===== src/rtl/keypad_digit_buffer.sv =====
// rtl/keypad_digit_buffer.sv - keypad scan words latched into 7-segment digit slots
// Parallel segment bus plus a free-running time-multiplexed scan output.
module keypad_digit_buffer #(
  parameter int NUM_DIGITS = 8,
  parameter int WRAP       = 1,
  parameter int SCAN_DIV   = 1000,
  parameter int CW         = $clog2(NUM_DIGITS)
) (
  input  logic                    clk,
  input  logic                    rst,
  input  logic                    valid,
  input  logic [11:0]             scan_data,
  input  logic                    clr,
  output logic [7*NUM_DIGITS-1:0] seg_bus,
  output logic [6:0]              scan_seg,
  output logic [NUM_DIGITS-1:0]   scan_sel,
  output logic [CW-1:0]           cursor,
  output logic [CW:0]             count,
  output logic                    full,
  output logic                    out_en,
  output logic                    key_err
);

  localparam int              DW         = (SCAN_DIV > 1) ? $clog2(SCAN_DIV) : 1;
  localparam logic [CW-1:0]   LAST_SLOT  = CW'(NUM_DIGITS - 1);
  localparam logic [DW-1:0]   DIV_LAST   = DW'(SCAN_DIV - 1);
  localparam logic [CW:0]     FULL_COUNT = (CW+1)'(NUM_DIGITS);

  function automatic logic [6:0] f_seg(input int k);
    case (k)
      0:       f_seg = 7'b0111111;
      1:       f_seg = 7'b0000110;
      2:       f_seg = 7'b1011011;
      3:       f_seg = 7'b1001111;
      4:       f_seg = 7'b1100110;
      5:       f_seg = 7'b1101101;
      6:       f_seg = 7'b1111101;
      7:       f_seg = 7'b0000111;
      8:       f_seg = 7'b1111111;
      9:       f_seg = 7'b1101111;
      default: f_seg = 7'b0000000;
    endcase
  endfunction

  logic [6:0]            r_slot [NUM_DIGITS];
  logic [NUM_DIGITS-1:0] r_written;
  logic [CW-1:0]         r_cursor;
  logic [CW:0]           r_count;
  logic                  r_full;
  logic                  r_out_en;
  logic                  r_key_err;
  logic [DW-1:0]         r_div;
  logic [CW-1:0]         r_idx;
  logic [NUM_DIGITS-1:0] r_scan_sel;
  logic [6:0]            r_scan_seg;

  logic [9:0]            w_digits;
  logic                  w_any;
  logic                  w_multi;
  logic                  w_accept;
  logic                  w_write;
  logic                  w_advance;
  logic [6:0]            w_seg_new;
  logic [NUM_DIGITS-1:0] w_written_next;
  logic [CW:0]           w_count_next;
  logic [CW-1:0]         w_cursor_next;
  logic                  w_div_tc;
  logic [DW-1:0]         w_div_next;
  logic [CW-1:0]         w_idx_next;

  assign w_digits  = scan_data[9:0];
  assign w_any     = |w_digits;
  // Clearing the lowest set bit leaves something only if two or more bits were set.
  assign w_multi   = (w_digits & (w_digits - 10'd1)) != 10'd0;
  assign w_accept  = valid & ~clr;
  assign w_write   = w_accept & w_any & ~w_multi;
  assign w_advance = w_accept & scan_data[11];

  always_comb begin
    w_seg_new = 7'b0000000;
    for (int k = 0; k < 10; k++) begin
      if (w_digits[k]) w_seg_new = f_seg(k);
    end
  end

  always_comb begin
    w_written_next = r_written;
    if (w_write) w_written_next[r_cursor] = 1'b1;
    w_count_next = '0;
    for (int k = 0; k < NUM_DIGITS; k++) begin
      w_count_next = w_count_next + (CW+1)'(w_written_next[k]);
    end
  end

  always_comb begin
    w_cursor_next = r_cursor;
    if (w_advance) begin
      if (r_cursor == LAST_SLOT) w_cursor_next = (WRAP != 0) ? '0 : r_cursor;
      else                       w_cursor_next = r_cursor + CW'(1);
    end
  end

  always_ff @(posedge clk or posedge rst) begin
    if (rst) begin
      for (int k = 0; k < NUM_DIGITS; k++) r_slot[k] <= 7'b0000000;
      r_written <= '0;
      r_cursor  <= '0;
      r_count   <= '0;
      r_full    <= 1'b0;
      r_out_en  <= 1'b0;
      r_key_err <= 1'b0;
    end else if (clr) begin
      for (int k = 0; k < NUM_DIGITS; k++) r_slot[k] <= 7'b0000000;
      r_written <= '0;
      r_cursor  <= '0;
      r_count   <= '0;
      r_full    <= 1'b0;
      r_out_en  <= 1'b0;
      r_key_err <= 1'b0;
    end else begin
      if (w_write) r_slot[r_cursor] <= w_seg_new;
      r_written <= w_written_next;
      r_count   <= w_count_next;
      r_full    <= (w_count_next == FULL_COUNT);
      r_cursor  <= w_cursor_next;
      if (valid) r_out_en <= scan_data[10];
      r_key_err <= valid & w_multi;
    end
  end

  // Scan select and segments are registered from the next index so they stay aligned.
  assign w_div_tc   = (r_div == DIV_LAST);
  assign w_div_next = w_div_tc ? '0 : r_div + DW'(1);
  assign w_idx_next = !w_div_tc ? r_idx :
                      (r_idx == LAST_SLOT) ? '0 : r_idx + CW'(1);

  always_ff @(posedge clk or posedge rst) begin
    if (rst) begin
      r_div      <= '0;
      r_idx      <= '0;
      r_scan_sel <= NUM_DIGITS'(1);
      r_scan_seg <= 7'b0000000;
    end else begin
      r_div      <= w_div_next;
      r_idx      <= w_idx_next;
      r_scan_sel <= NUM_DIGITS'(1) << w_idx_next;
      r_scan_seg <= r_slot[w_idx_next];
    end
  end

  for (genvar g = 0; g < NUM_DIGITS; g++) begin : g_seg_bus
    assign seg_bus[7*g +: 7] = r_slot[g];
  end

  assign scan_seg = r_scan_seg;
  assign scan_sel = r_scan_sel;
  assign cursor   = r_cursor;
  assign count    = r_count;
  assign full     = r_full;
  assign out_en   = r_out_en;
  assign key_err  = r_key_err;

endmodule


===== config.mk =====
export PLATFORM = sky130hd
export DESIGN_NAME = keypad_digit_buffer
export DESIGN_NICKNAME = d
export VERILOG_FILES = /design/src/rtl/keypad_digit_buffer.sv
export SDC_FILE = /design/constraint.sdc
export NUM_CORES = 1
export LEC_CHECK = 0
export ABC_AREA = 1
export CORE_UTILIZATION = 53
export CTS_CLUSTER_DIAMETER = 200
export DETAILED_ROUTE_END_ITERATION = 10
export PLACE_DENSITY = 0.9
export RECOVER_POWER = 25
export REMOVE_ABC_BUFFERS = 1
export SLEW_MARGIN = 20
export SYNTH_ARGS = -nofsm -noshare
export SYNTH_HDL_FRONTEND = slang
export SYNTH_SLANG_ARGS = --single-unit

===== constraint.sdc =====
create_clock -name clk -period 4.5 [get_ports clk]
set_input_delay 0.9 -clock clk [delete_from_list [all_inputs] [get_ports clk]]
set_output_delay 0.9 -clock clk [all_outputs]
set_load 0.005 [all_outputs]

### Word level (Yosys, flattened, before mapping)

Cells that the tools add are included.

| cells by class | value |
|---|---|
| add/sub/neg operators | 11 |
| multiply operators | 0 |
| div/mod/pow operators | 0 |
| order comparisons | 5 |
| equality and inequality tests | 4 |
| shift operators | 1 |
| mux-type cells | 33 |
| bitwise logic cells | 11 |
| reductions and logical operators | 7 |

Operators with widths:

| operator | number |
|---|---|
| 56-bit 2-to-1 mux | 2 |
| 7-bit 2-to-1 mux | 12 |
| 56-bit bitwise mux | 1 |
| 7-bit binary-select mux with 3-bit select | 1 |
| 7-bit demux with 3-bit select | 1 |
| 4-bit by 1-bit adder with 4-bit output | 4 |
| 8-bit 2-to-1 mux | 2 |
| 3-bit 2-to-1 mux | 5 |
| 10-bit by 1-bit adder with 10-bit output (second input constant) | 1 |
| 10-bit bitwise AND | 1 |
| 10-bit equality test (second input constant) | 1 |
| 10-bit 2-to-1 mux | 1 |
| 10-bit nonzero test | 1 |
| 10-bit OR reduction | 1 |
| 10-bit by 1-bit subtractor with 10-bit output (second input constant) | 1 |
| 4-bit >= comparator (second input constant) | 2 |
| 3-bit inverter with 4-bit output | 2 |
| 8-bit bitwise OR | 1 |
| 1-bit by 3-bit << shifter with 8-bit output (first input constant) | 1 |
| 3-bit by 1-bit adder with 3-bit output (second input constant) | 2 |
| 3-bit equality test (second input constant) | 2 |
| 6-bit 2-to-1 mux | 1 |
| 2-bit nonzero test | 3 |
| 1-bit bitwise AND | 5 |
| 12 further kinds | 18 |

| storage, ports and cells | value |
|---|---|
| register bits after elaboration | 102 |
| bits in latches | 0 |
| memory bits (writable) | 0 |
| ROM bits | 0 |
| bits of input ports | 16 |
| output and inout port bits | 81 |
| logic and storage cells | 90 |
| memories kept | 0 |

### Longest topological paths before layout

Gate-level depths: netlist of run 1.

| depth | value |
|---|---|
| depth in word-level cells | 15 |
| mapped depth | 21 |
| gate-level depth less buffers | 21 |

### Worst setup path after synthesis of run 1

OpenSTA, ideal clock, no wires.

| timing | value |
|---|---|
| kind | input to register |
| start point | input clr |
| end point | register r_full (netlist: full) |
| library setup time | 86 ps |
| data arrival time | 4426 ps |
| required time | 4414 ps |
| setup slack | -12 ps |
| cell stages on the path | 20 |
| buffers on the path | 1 |
| cells stage by stage | buf_2 > nor2_4 > inv_1 > nor2_8 > nand4_4 > inv_4 > nor2_1 > fa_1 > inv_1 > fa_1 > inv_1 > fa_1 > inv_1 > ha_1 > inv_1 > fa_1 > xnor2_1 > inv_1 > nand3_1 > nor3_1 |

| between the ends | value |
|---|---|
| word-level cells in the longest chain between the ends | 14 |

Ends and longest elaborated chain:

| what | RTL line | text |
|---|---|---|
| start, declared | 13 | `input logic clr,` |
| 1-bit inverter | 75 | `assign w_accept = valid & ~clr;` |
| 1-bit bitwise AND | 75 |  |
| 1-bit bitwise AND (2 in a row) | 76 | `assign w_write = w_accept & w_any & ~w_multi;` |
| 8-bit 2-to-1 mux | 88 | `if (w_write) w_written_next[r_cursor] = 1'b1;` |
| 1-bit by 1-bit adder with 2-bit output | 91 | `w_count_next = w_count_next + (CW+1)'(w_written_next[k]);` |
| 2-bit by 1-bit adder with 3-bit output | 91 |  |
| 3-bit by 1-bit adder with 4-bit output | 91 |  |
| 4-bit by 1-bit adder with 4-bit output (4 in a row) | 91 |  |
| 4-bit equality test | 124 | `r_full <= (w_count_next == FULL_COUNT);` |
| 1-bit 2-to-1 mux * | 112 | `end else if (clr) begin` |
| end signal, assigned | 124 |  |
| end, declared | 49 | `logic r_full;` |

Every way passes the cells marked *; elsewhere a longest branch is shown, timed or not.
A chain may end at the register's enable or synchronous reset.

### Worst setup path after layout of run 1

| timing | value |
|---|---|
| start point | input scan_data[2] |
| end point | register r_full (netlist: full) |

| between the ends | value |
|---|---|
| word-level cells in the longest chain between the ends | 15 |
| elaborated cells between the ends (all ways) | 17 |
| those cells by class | add/sub: 8; eq/ne: 1; mux: 2; bitwise: 4; reduce/logical: 2 |

Ends and longest elaborated chain:

| what | RTL line | text |
|---|---|---|
| start, declared | 12 | `input logic [11:0] scan_data,` |
| 10-bit by 1-bit subtractor with 10-bit output | 74 | `assign w_multi = (w_digits & (w_digits - 10'd1)) != 10'd0;` |
| 10-bit bitwise AND | 74 |  |
| 10-bit nonzero test | 74 |  |
| 1-bit inverter | 76 |  |
| 1-bit bitwise AND * | 76 |  |
| 8-bit 2-to-1 mux * | 88 |  |
| 1-bit by 1-bit adder with 2-bit output | 91 |  |
| 2-bit by 1-bit adder with 3-bit output | 91 |  |
| 3-bit by 1-bit adder with 4-bit output | 91 |  |
| 4-bit by 1-bit adder with 4-bit output (3 in a row) | 91 |  |
| 4-bit by 1-bit adder with 4-bit output * | 91 |  |
| 4-bit equality test * | 124 |  |
| 1-bit 2-to-1 mux * | 112 |  |

Marks and branches as above.

==> reports/qor.tcl, run 1 <==
set qor(status) {finished with violations}
set qor(violations) {max-capacitance violations, max-slew violations}
set qor(synth-seq-cells) 102
set qor(critPathArrivalTime_ns) 4.63
set qor(asyncSetResetFlopFracSynth) 1.00
set qor(hold_viol_final) 0
set qor(worst_path_largest_cell_delay_ns) 0.51
set qor(area_delta_synth_final_pct) 29.3
set qor(grt_pass1_wl_um) 24000
set qor(drt_pre_antenna_iters) 5
set qor(slew_headroom) -0.947
set qor(synth_flop_type) {dfrtp_1}
set qor(via_per_inst) 5.66
set qor(syn-instance-count) 676
set qor(floorplan.die.width_um) 103
set qor(cts_root_buf) {clkbuf_8}
set qor(floorplan.rows) 36
set qor(critical_path_depth) 22
set qor(synth-edff-count) 0
set qor(setup_viol) 0
set qor(time_the_final_worst_path_needs_with_i_o_delays_and_setup_ns) 4.32
set qor(post_synth_num_cell_types) 35
set qor(placedInstanceArea_mm2) 0.00664
set qor(cp-start-kind) {primary input}
set qor(antenna_found_initial) 0
set qor(cellInternalPower_mw) 1.23
set qor(height_of_the_die_um) 103
set qor(report.final.slew_viol_count) 80
set qor(ff2ff_path_depth) 18
set qor(pwr-share-clk) 0.346
set qor(drtIter0Drc) 512
set qor(globalRouteOverflowTotal) 0
set qor(fp.dieArea_mm2) 0.0106
set qor(critical_path.max_fanout) 4
set qor(tritoncts_num_sinks) 102
set qor(place.gp.congestion) 0.904
set qor(syn_area_mm2) 0.00539
set qor(postLayoutCellArea_mm2) 0.00697
set qor(htree_num_levels) 3
set qor(routed_wire_length_per_instance_um) 16.3
set qor(part_of_the_cycle_the_worst_path_needs) 0.961
set qor(tritoncts) {yes}
set qor(clock_skew_ns) 0.0119
set qor(final_antenna_net_count) 0
set qor(grt_usage) 0.299
set qor(critPathRequiredTime_ns) 4.81
set qor(total_wire_length_after_detailed_routing_um) 15300
set qor(comb_power_share) 0.095
set qor(tightest_slew_ns) 2.92
set qor(layout-drive-gt1-share) 0.143
set qor(max_clock_freq_mhz) 231
set qor(power.share.switching) 0.264
set qor(crit_path_start) {scan_data[2]}
set qor(final_core_util) 0.710
set qor(yosysSeqAreaShare) 0.474
set qor(finish.net_count) 830
set qor(worst_r2r_end) {full$_DFF_PP0_}
set qor(post_synth.cell_area_avg_um2) 7.98
set qor(place_hpwl_um) 10700
set qor(insertion_delay_ns) 0.38
set qor(p_leak_nw) 3.80
set qor(port-buffer-count) 96
set qor(slowest_stage) {fa_1}
set qor(grt_start_max_net_pins) 80
set qor(num_antenna_cells) 0
set qor(numCtsBuffers) 9
set qor(multi_input_comb_area_mm2) 0.00253
set qor(worstReg2RegStart) {cursor[0]$_DFFE_PP0P_}
set qor(grt_pass1_vias) 5063
set qor(worstSetupEndpoint) {full$_DFF_PP0_}
set qor(initial_utilization) 0.549
set qor(io-pin-count) 97
set qor(power.sequential.fraction) 0.560
set qor(power.total_mw) 1.68
set qor(synth.yosys.warnings) 0
set qor(path_class) {primary input to flip-flop}
set qor(cap_violations) 1
set qor(critPathBufInv) 7
set qor(core-area_mm2) 0.00982
set qor(irDropWorstVdd_mv) 0.172
set qor(crit_path_cell_chain) {clkbuf_2 > nor2_2 > nand2_1 > nand2_1 > nand3_2 > nor2_8 > nand4_4 > inv_4 > nor2_2 > fa_1 > inv_2 > fa_1 > inv_1 > fa_1 > inv_1 > ha_2 > inv_2 > fa_2 > xnor2_2 > inv_1 > nand3_2 > nor3_2}
set qor(hp-class) {flip-flop to flip-flop}
set qor(drc) 0
set qor(num_vias) 5319
set qor(cts.clk_slew.worst_paths_ns) 0.10
set qor(deepest_clock_path_buffer_count) 2
set qor(critical-path-top-delay-family) {adder cells}
set qor(critical_path.endpoint_type) {flip-flop}
set qor(power_density_mw_per_mm2) 240
set qor(final-seq-area_mm2) 0.00255
set qor(rrSetupSlack_ns) 0.43
set qor(nFillCells) 803
set qor(net-switching-power_mw) 0.442
==> kinds of logic after synthesis <==
family | count (synthesis) | share of synthesized area
buffers and inverters | 82 | 0.0682
XOR/XNOR | 2 | 0.00325
adder cells (fa/ha/maj) | 12 | 0.0334
AND/OR/NAND/NOR | 443 | 0.384
flip-flops | 102 | 0.474
AO/OA/AOI/OAI | 35 | 0.0371
==> per-layer routing <==
metal	vias to the layer above	GRT usage	routed length, um
met5	-	0	0
met4	0	0.139	486
met3	50	0.0522	1500
met2	334	0.492	7530
met1	2504	0.386	5790
li1	2431	-	-
==> how the worst min path moves through the flow <==
stage	slack [ns]	to	start	cells past startpoint
finish	0.50	r_div[0]$_DFF_PP0_	r_div[0]$_DFF_PP0_	1
global route	0.53	r_div[0]$_DFF_PP0_	r_div[0]$_DFF_PP0_	1
CTS	0.51	r_div[0]$_DFF_PP0_	r_div[0]$_DFF_PP0_	1
detailed placement	0.49	r_div[0]$_DFF_PP0_	r_div[0]$_DFF_PP0_	1
global placement	0.47	r_div[0]$_DFF_PP0_	r_div[0]$_DFF_PP0_	1
floorplan	0.45	r_div[0]$_DFF_PP0_	r_div[0]$_DFF_PP0_	1
==> synth_stat cells (all sizes together), types with 8 or more instances <==
cell / n / share of area
nor2: 45 / 0.042
buf: 11 / 0.014
nand4: 11 / 0.035
o21ai: 14 / 0.016
nand3: 119 / 0.11
ha: 8 / 0.019
nand2: 252 / 0.18
dfrtp: 101 / 0.47
clkbuf: 11 / 0.0077
a21oi: 18 / 0.017
nor3: 15 / 0.015
inv: 56 / 0.041
==> area by class of cell <==
class                           count  share of cell area
Tap cell                          133              0.0239
Clock inverter                      5             0.00861
Multi-Input combinational cell    492               0.363
Sequential cell                   102               0.366
Inverter                           60              0.0366
Clock buffer                       10              0.0183
Timing Repair Buffer              137               0.183
==> registers in the layout, indices dropped and copies added, names as in the netlist <==
signal,count
r_div,10
r_written,8
count,4
full,1
seg_bus,56
out_en,1
scan_sel,8
key_err,1
scan_seg,7
cursor,3
r_idx,3
==> power groups by stage <==
stage / Sequential [mW] / Clock [mW] / Combinational, mW
after floorplan: 0.953 / 0 / 0.0805
final: 0.938 / 0.579 / 0.159
after detailed placement: 0.956 / 0 / 0.152
after global routing: 0.940 / 0.618 / 0.172
after CTS: 0.938 / 0.576 / 0.154
after global placement: 0.955 / 0 / 0.147
==> layout by cell type, fill, tap and decap left out, types with 9 or more instances in the layout <==
cell type	netlist	layout
nand2_1	248	248
inv_1	48	40
nor3_1	14	13
o21ai_0	11	11
a21oi_1	18	18
inv_2	3	10
nor2_1	37	33
nand3_1	116	115
clkdlybuf4s50_1	0	84
dfrtp_1	101	101
buf_4	0	40
clkbuf_8	0	9
==> what timing repair did <==
item / CTS / global route
resized for setup: 9 / 39
hold endpoints to repair: 0 / 0
pin swaps: 3 / 21
setup buffers: 1 / 9
hold buffers: 0 / 0
endpoints found under the setup margin: 2 / 3
==> metrics by stage <==
| stage | worst slack [ns] | hold WS [ns] | TNS [ns] | instances |
|---|---|---|---|---|
| 6_report | 0.175 | 0.503 | 0 | 939 |
| 5_1_grt | -0.0440 | 0.527 | -0.0458 | 939 |
| 4_1_cts | 0.00659 | 0.508 | 0 | 930 |
| 3_5_place_dp | -0.576 | 0.494 | -1.66 | 914 |
| 3_3_place_gp | -0.387 | 0.466 | -1.00 | 914 |
| 2_1_floorplan | 0.0221 | 0.455 | 0 | 654 |
(Power assumes the default switching activity.)
==> run 2: changes to the inputs <==
--- a/config.mk
+++ b/config.mk
@@ -5,11 +5,10 @@
 export SDC_FILE = /design/constraint.sdc
 export NUM_CORES = 1
 export LEC_CHECK = 0
-export ABC_AREA = 1
-export CORE_UTILIZATION = 53
+export CORE_UTILIZATION = 30
 export CTS_CLUSTER_DIAMETER = 200
 export DETAILED_ROUTE_END_ITERATION = 10
-export PLACE_DENSITY = 0.9
+export PLACE_DENSITY = 0.61
 export RECOVER_POWER = 25
 export REMOVE_ABC_BUFFERS = 1
 export SLEW_MARGIN = 20
==> run 2 against run 1 <==
The flow finishes with violations (max-capacitance violations, max-slew violations, negative setup slack). Synthesized cell count is 29% lower. Clock skew is 0.0055 ns lower. Cell count is 11% lower. Area after synthesis is 3.9% lower. First-iteration DRC count is 43% lower. Die area is 68% higher. Sequential power is 2% lower. Clock power is 34% higher. Critical path type unchanged. Critical endpoint unchanged. Largest power group unchanged.
==> reports/qor.tcl, run 2 <==
set qor(tightest_slew_ns) 2.85 ;# -0.0708 ns
set qor(core-area_mm2) 0.0167 ;# +70%
set qor(cpMostUsedCell) {fa_1}
set qor(routed_wire_length_per_instance_um) 17.5 ;# +7.4%
set qor(critPathArrivalTime_ns) 4.83 ;# +0.20 ns
set qor(globalRouteOverflowTotal) 0 ;# unchanged
set qor(area_delta_synth_final_pct) 35.5
set qor(grt_usage) 0.174 ;# -0.126
set qor(io-pin-count) 97 ;# unchanged
set qor(post_synth.cell_area_avg_um2) 10.8 ;# +35%
set qor(hold_viol_final) 0 ;# unchanged
set qor(crit_path_cell_chain) {buf_8 > or4_4 > a2111oi_4 > a21oi_4 > nor3_4 > nor2_2 > fa_1 > inv_1 > fa_1 > inv_2 > fa_1 > inv_1 > ha_2 > inv_2 > fa_2 > and4b_1}
set qor(drt_pre_antenna_iters) 5 ;# unchanged
set qor(timing.setup.tns_ns) -0.102 ;# -0.102 ns
set qor(fp.dieArea_mm2) 0.0178 ;# +68%
set qor(irDropWorstVdd_mv) 0.208 ;# +21%
set qor(largest_register_ff_count) 56 ;# unchanged
set qor(synth-edff-count) 0 ;# unchanged
set qor(num_vias) 4276 ;# -20%
set qor(grt_pass1_wl_um) 23800 ;# -0.92%
set qor(slew_headroom) -0.898 ;# +0.0494
set qor(slowest_stage) {or4_4}
set qor(clock_skew_ns) 0.00640 ;# -0.00553 ns
set qor(p_leak_nw) 2.98 ;# -21%
set qor(unrepaired_setup_endpoints_after_global_routing) {true}
set qor(nFillCells) 1633 ;# +100%
set qor(part_of_the_cycle_the_worst_path_needs) 1.02 ;# +0.0616
set qor(layout.cells.most_common) {dfrtp_1}
set qor(post_synth_num_cell_types) 54 ;# +54%
set qor(critical-path-top-delay-family) {adder cells}
set qor(final.hold.worst_slack_ns) 0.494 ;# -0.00909 ns
set qor(critPathRequiredTime_ns) 4.73 ;# -0.08 ns
set qor(synth_commonest_cells) {dfrtp_1, nand2_1, mux2i_1, a21boi_0, nor2_1}
set qor(via_per_inst) 5.09 ;# -10%
set qor(grt_pass1_vias) 4322 ;# -15%
set qor(cts_root_buf) {clkbuf_16}
set qor(height_of_the_die_um) 133 ;# +30%
set qor(floorplan.rows) 47 ;# +31%
set qor(tritoncts) {yes}
set qor(critPathBufInv) 5 ;# -2
set qor(initial_utilization) 0.310 ;# -0.239
set qor(synth-seq-cells) 102 ;# unchanged
set qor(critical_path.endpoint_type) {flip-flop}
set qor(grt_start_max_net_pins) 76 ;# -5.0%
set qor(cap_violations) 1 ;# unchanged
set qor(floorplan.die.width_um) 133 ;# +30%
set qor(final_core_util) 0.420 ;# -0.290
set qor(place_worst_setup_slack_ns) -0.858 ;# -0.283 ns
set qor(synth_most_common_cell) {dfrtp_1}
set qor(yosysSeqAreaShare) 0.493 ;# +0.0192
set qor(final.setup.worst_slack_ns) -0.102 ;# -0.277 ns
set qor(syn-instance-count) 482 ;# -29%
set qor(min_from) {r_div[0]$_DFF_PP0_}
set qor(asyncSetResetFlopFracSynth) 1.00 ;# unchanged
set qor(worst_path_largest_cell_delay_ns) 0.56 ;# +0.05 ns
set qor(violations) {max-capacitance violations, max-slew violations, negative setup slack}
set qor(layout-drive-gt1-share) 0.163 ;# +0.0202
set qor(port-buffer-count) 96 ;# unchanged
set qor(worstReg2RegStart) {cursor[1]$_DFFE_PP0P_}
set qor(multi_input_comb_area_mm2) 0.00252 ;# -0.30%
set qor(place_hpwl_um) 10400 ;# -2.5%
set qor(cts-hold-fix-buffers) 0 ;# unchanged
set qor(power_density_mw_per_mm2) 257 ;# +7.0%
set qor(final_antenna_net_count) 0 ;# unchanged
set qor(status) {finished with violations}
set qor(deepest_clock_path_buffer_count) 2 ;# unchanged
set qor(antenna_found_initial) 0 ;# unchanged
set qor(drtIter0Drc) 293 ;# -43%
set qor(synth_flop_type) {dfrtp_1}
set qor(synth_top_area_frac) 0.488 ;# +0.0190
set qor(numCtsBuffers) 9 ;# unchanged
set qor(crit_path_start) {scan_data[3]}
set qor(final-seq-area_mm2) 0.00255 ;# unchanged
set qor(critical_path.max_fanout) 5 ;# +1
set qor(most-common-layout-cells) {dfrtp_1, clkdlybuf4s50_1, nand2_1}
set qor(htree_num_levels) 3 ;# unchanged
set qor(post-synth-top-area-cell) {dfrtp_1}
set qor(synth.yosys.warnings) 0 ;# unchanged
set qor(time_the_final_worst_path_needs_with_i_o_delays_and_setup_ns) 4.60 ;# +0.277 ns
set qor(cp-start-kind) {primary input}
set qor(path_class) {primary input to flip-flop}
set qor(num_antenna_cells) 0 ;# unchanged
set qor(cts.clk_slew.worst_paths_ns) 0.07 ;# -0.03 ns
set qor(tritoncts_num_sinks) 102 ;# unchanged
set qor(max_clock_freq_mhz) 217 ;# -6.0%
set qor(setup_viol) 1 ;# +1
set qor(report.final.slew_viol_count) 76 ;# -5.0%
set qor(insertion_delay_ns) 0.34 ;# -0.04 ns
set qor(power.total_mw) 1.81 ;# +7.7%
set qor(total_wire_length_after_detailed_routing_um) 14700 ;# -3.9%
set qor(drc) 0 ;# unchanged
set qor(hp-class) {flip-flop to flip-flop}
set qor(syn_area_mm2) 0.00518 ;# -3.9%
set qor(place.gp.congestion) 0.832 ;# -7.9%
set qor(finish.net_count) 644 ;# -22%
set qor(netlist_top_cells_area) {dfrtp_1, mux2i_1, nand2_1}
[run 2: metrics by stage]
stage	cells	instance area [um^2]
finish	840	7020
global route	840	7020
CTS	836	6990
detailed placement	818	6640
global placement	818	6640
floorplan	459	5080
[run 2: layer usage]
layer | wire length [um] | track usage | vias to the layer above
met5 | 0 | 0 | -
met4 | 110 | 0.0467 | 0
met3 | 723 | 0.0403 | 9
met2 | 7190 | 0.285 | 123
met1 | 6680 | 0.229 | 2148
li1 | - | - | 1996
[run 2: power by group]
part           switching (mW)  internal [mW]
Sequential            0.00226          0.919
Combinational          0.0693         0.0414
Clock                   0.333          0.442
[run 2: cell type report]
class,instances,share of cell area
clock buffer,11,0.0346
clock inverter,4,0.00677
inverter,16,0.00855
multi-input combinational,341,0.360
sequential,102,0.364
tap,220,0.0392
timing repair buffer,146,0.188
[run 2: cells by family (layout without fill, tap and decap cells)]
family,count (synthesis),in the layout,share of synthesized area
AOI/OAI and AO/OA,107,107,0.156
xor gates and xnor gates,7,7,0.0118
adders and majority gates,14,14,0.0389
buffers and inverters,39,177,0.0314
and+or+nand+nor,153,153,0.153
DFF,102,102,0.493
muxes,60,60,0.116
[run 2: path summary, 6_finish.rpt]
path,slack (ns),to,cells after the start
max,-0.10,full$_DFF_PP0_,16
min,0.49,r_div[0]$_DFF_PP0_,1
max reg2reg,0.70,full$_DFF_PP0_,13
min reg2reg,0.49,r_div[0]$_DFF_PP0_,1
max in group asynchronous,0.84,scan_sel[6]$_DFF_PP0_,2
min in group asynchronous,2.03,scan_seg[0]$_DFF_PP0_,2
[run 2: repair_timing]
item | CTS | global route
gates resized for setup | 46 | 4
buffers inserted | 3 | 4
pin swaps | 19 | 15
gates cloned | 0 | 0
endpoints found under the setup margin | 5 | 3
==> run 3: changes to the inputs <==
--- a/config.mk
+++ b/config.mk
@@ -5,10 +5,10 @@
 export SDC_FILE = /design/constraint.sdc
 export NUM_CORES = 1
 export LEC_CHECK = 0
-export CORE_UTILIZATION = 30
+export CORE_UTILIZATION = 53
 export CTS_CLUSTER_DIAMETER = 200
 export DETAILED_ROUTE_END_ITERATION = 10
-export PLACE_DENSITY = 0.61
+export PLACE_DENSITY = 0.91
 export RECOVER_POWER = 25
 export REMOVE_ABC_BUFFERS = 1
 export SLEW_MARGIN = 20
==> run 3 against run 2 <==
The run still ends with max-capacitance violations, max-slew violations, negative setup slack left. Power is 3.3% lower. First-iteration DRC count is 9.9% lower. Critical path depth is 1 higher. Clock-buffer cell count is 1 lower. Core utilization is 31 points higher. Clock skew is 0.0065 ns higher. Wire length is 1.1% lower. Critical path type unchanged. Largest power group unchanged.
==> reports/qor.tcl, run 3 (synthesis results as in run 2) <==
set qor(crit_path_start) {scan_data[3]}
set qor(hp-class) {flip-flop to flip-flop}
set qor(layout-drive-gt1-share) 0.159 ;# -0.00433
set qor(num_antenna_cells) 0 ;# unchanged
set qor(critPathRequiredTime_ns) 4.76 ;# +0.03 ns
set qor(irDropWorstVdd_mv) 0.184 ;# -12%
set qor(initial_utilization) 0.553 ;# +0.243
set qor(setup_viol) 1 ;# unchanged
set qor(hold_viol_final) 0 ;# unchanged
set qor(total_wire_length_after_detailed_routing_um) 14600 ;# -1.1%
set qor(rrSetupSlack_ns) 0.71 ;# about the same
set qor(final.setup.worst_slack_ns) -0.0450 ;# +0.0569 ns
set qor(final_cells) 747 ;# -11%
set qor(part_of_the_cycle_the_worst_path_needs) 1.01 ;# -0.0126
set qor(crit_path_cell_chain) {buf_8 > or4_4 > a2111oi_4 > a21oi_4 > nor3_4 > nor2_2 > fa_1 > inv_1 > fa_1 > inv_1 > fa_1 > inv_1 > ha_2 > inv_2 > fa_2 > xor2_2 > and4b_1}
set qor(tritoncts_num_sinks) 102 ;# unchanged
set qor(cp-start-kind) {primary input}
set qor(p_leak_nw) 2.94 ;# -1.5%
set qor(time_the_final_worst_path_needs_with_i_o_delays_and_setup_ns) 4.55 ;# -0.0569 ns
set qor(timing.setup.tns_ns) -0.0450 ;# +0.0569 ns
set qor(port-buffer-count) 96 ;# unchanged
set qor(tightest_slew_ns) 1.82 ;# -1.02 ns
set qor(unrepaired_setup_endpoints_after_global_routing) {true}
set qor(drt_pre_antenna_iters) 4 ;# -1
set qor(ff2ff_path_depth) 14 ;# +1
set qor(deepest_clock_path_buffer_count) 2 ;# unchanged
set qor(grt_usage) 0.302 ;# +0.129
set qor(placedInstanceArea_mm2) 0.00652 ;# -1.8%
set qor(path_class) {primary input to flip-flop}
set qor(critPathArrivalTime_ns) 4.80 ;# -0.03 ns
set qor(largest_register_ff_count) 56 ;# unchanged
set qor(insertion_delay_ns) 0.36 ;# +0.02 ns
set qor(place_hpwl_um) 10100 ;# -3.2%
set qor(core-area_mm2) 0.00937 ;# -44%
set qor(tritoncts) {yes}
set qor(area_delta_synth_final_pct) 31.9
set qor(via_per_inst) 6.06 ;# +19%
set qor(violations) {max-capacitance violations, max-slew violations, negative setup slack}
set qor(final_antenna_net_count) 0 ;# unchanged
set qor(num_vias) 4528 ;# +5.9%
set qor(cts.clk_slew.worst_paths_ns) 0.10 ;# +0.03 ns
set qor(final_core_util) 0.729 ;# +0.309
set qor(fp.dieArea_mm2) 0.0102 ;# -43%
set qor(status) {finished with violations}
set qor(floorplan.rows) 35 ;# -26%
set qor(finish.net_count) 641 ;# -0.47%
set qor(max_clock_freq_mhz) 220 ;# +1.3%
set qor(critPathBufInv) 5 ;# unchanged
set qor(place_inst) 726 ;# -11%
set qor(most-common-layout-cells) {dfrtp_1, clkdlybuf4s50_1, nand2_1}
set qor(critical-path-top-delay-family) {adder cells}
set qor(slowest_stage) {or4_4}
set qor(floorplan.die.width_um) 101 ;# -24%
set qor(report.final.slew_viol_count) 71 ;# -6.6%
set qor(routed_wire_length_per_instance_um) 19.5 ;# +11%
set qor(critical_path.max_fanout) 4 ;# -1
set qor(grt_start_max_net_pins) 69 ;# -9.2%
set qor(final.hold.worst_slack_ns) 0.506 ;# +0.0119 ns
set qor(height_of_the_die_um) 101 ;# -24%
set qor(worst_path_largest_cell_delay_ns) 0.56 ;# about the same
set qor(grt_pass1_vias) 4659 ;# +7.8%
set qor(critical_path.endpoint_type) {flip-flop}
set qor(antenna_found_initial) 0 ;# unchanged
set qor(drtIter0Drc) 264 ;# -9.9%
set qor(cts_root_buf) {clkbuf_8}
set qor(power.total_mw) 1.75 ;# -3.3%
set qor(clock_skew_ns) 0.0129 ;# +0.00648 ns
set qor(critical_path_depth) 17 ;# +1
set qor(nFillCells) 650 ;# -60%
set qor(power_density_mw_per_mm2) 256 ;# -0.64%
set qor(numCtsBuffers) 9 ;# unchanged
set qor(cap_violations) 2 ;# +1
set qor(io-pin-count) 97 ;# unchanged
set qor(worstSetupEndpoint) {full$_DFF_PP0_}
set qor(layout.cells.most_common) {dfrtp_1}
set qor(htree_num_levels) 3 ;# unchanged
set qor(worst_r2r_end) {full$_DFF_PP0_}
set qor(postLayoutCellArea_mm2) 0.00684 ;# -2.7%
set qor(globalRouteOverflowTotal) 0 ;# unchanged
set qor(place.gp.congestion) 0.912 ;# +9.6%
set qor(grt_pass1_wl_um) 23300 ;# -2.2%
set qor(slew_headroom) -0.216 ;# +0.682
set qor(drc) 0 ;# unchanged
set qor(place_worst_setup_slack_ns) -0.883 ;# -0.0251 ns
set qor(worstReg2RegStart) {cursor[1]$_DFFE_PP0P_}
run 3: cell types whose count changed in the layout (fill, tap and decap cells not counted), moves of 2 or more:
| cell | change |
|---|---|
| clkbuf_16 | -9 |
| bufinv_16 | +2 |
| inv_6 | +2 |
| buf_4 | -6 |
| clkinv_2 | -2 |
| clkbuf_8 | +9 |
| buf_6 | +2 |
run 3: worst register-to-register path, delay by kind of cell (launching register included):
kind / cells / cell delay, ns
adder cells (fa/ha/maj): 5 / 1.96
AND/OR/NAND/NOR: 4 / 0.92
flip-flops: 1 / 0.44
buffers and inverters: 4 / 0.21
XOR/XNOR: 1 / 0.16
run 3: area by class of cell:
cell class              count  area, um^2  area share
inverters                  16        61.3     0.00897
repair buffers            143        1290       0.189
well taps                 129         161      0.0236
flip-flops and latches    102        2550       0.374
clock buffers              10         138      0.0201
clock inverters             6         116      0.0170
multi-input cells         341        2520       0.368
run 3: per-layer routing:
layer  vias up  track usage  part of all wire
li1       1979            -                 -
met1      2265        0.368              0.39
met2       234        0.509              0.51
met3        50       0.0541             0.072
met4         0        0.171             0.033
met5         -            0                 0
run 3: worst min-delay path by stage:
stage                                start                     end  depth (start not counted)
floorplan               r_div[0]$_DFF_PP0_      r_div[0]$_DFF_PP0_                          1
global placement    r_written[2]$_DFF_PP0_  r_written[2]$_DFF_PP0_                          1
detailed placement  r_written[6]$_DFF_PP0_  r_written[6]$_DFF_PP0_                          1
CTS                 r_written[2]$_DFF_PP0_  r_written[2]$_DFF_PP0_                          1
global route        r_written[2]$_DFF_PP0_  r_written[2]$_DFF_PP0_                          1
finish              r_written[2]$_DFF_PP0_  r_written[2]$_DFF_PP0_                          1
run 3: where the power goes:
part	switching, mW	internal (mW)
Clock	0.326	0.390
Sequential	0.00218	0.918
Combinational	0.0700	0.0411
run 3: what timing repair did:
action,CTS,global route
pin swaps,21,11
endpoints found under the setup margin,5,3
resized for setup,53,1
hold buffers,0,0
buffers inserted,5,0
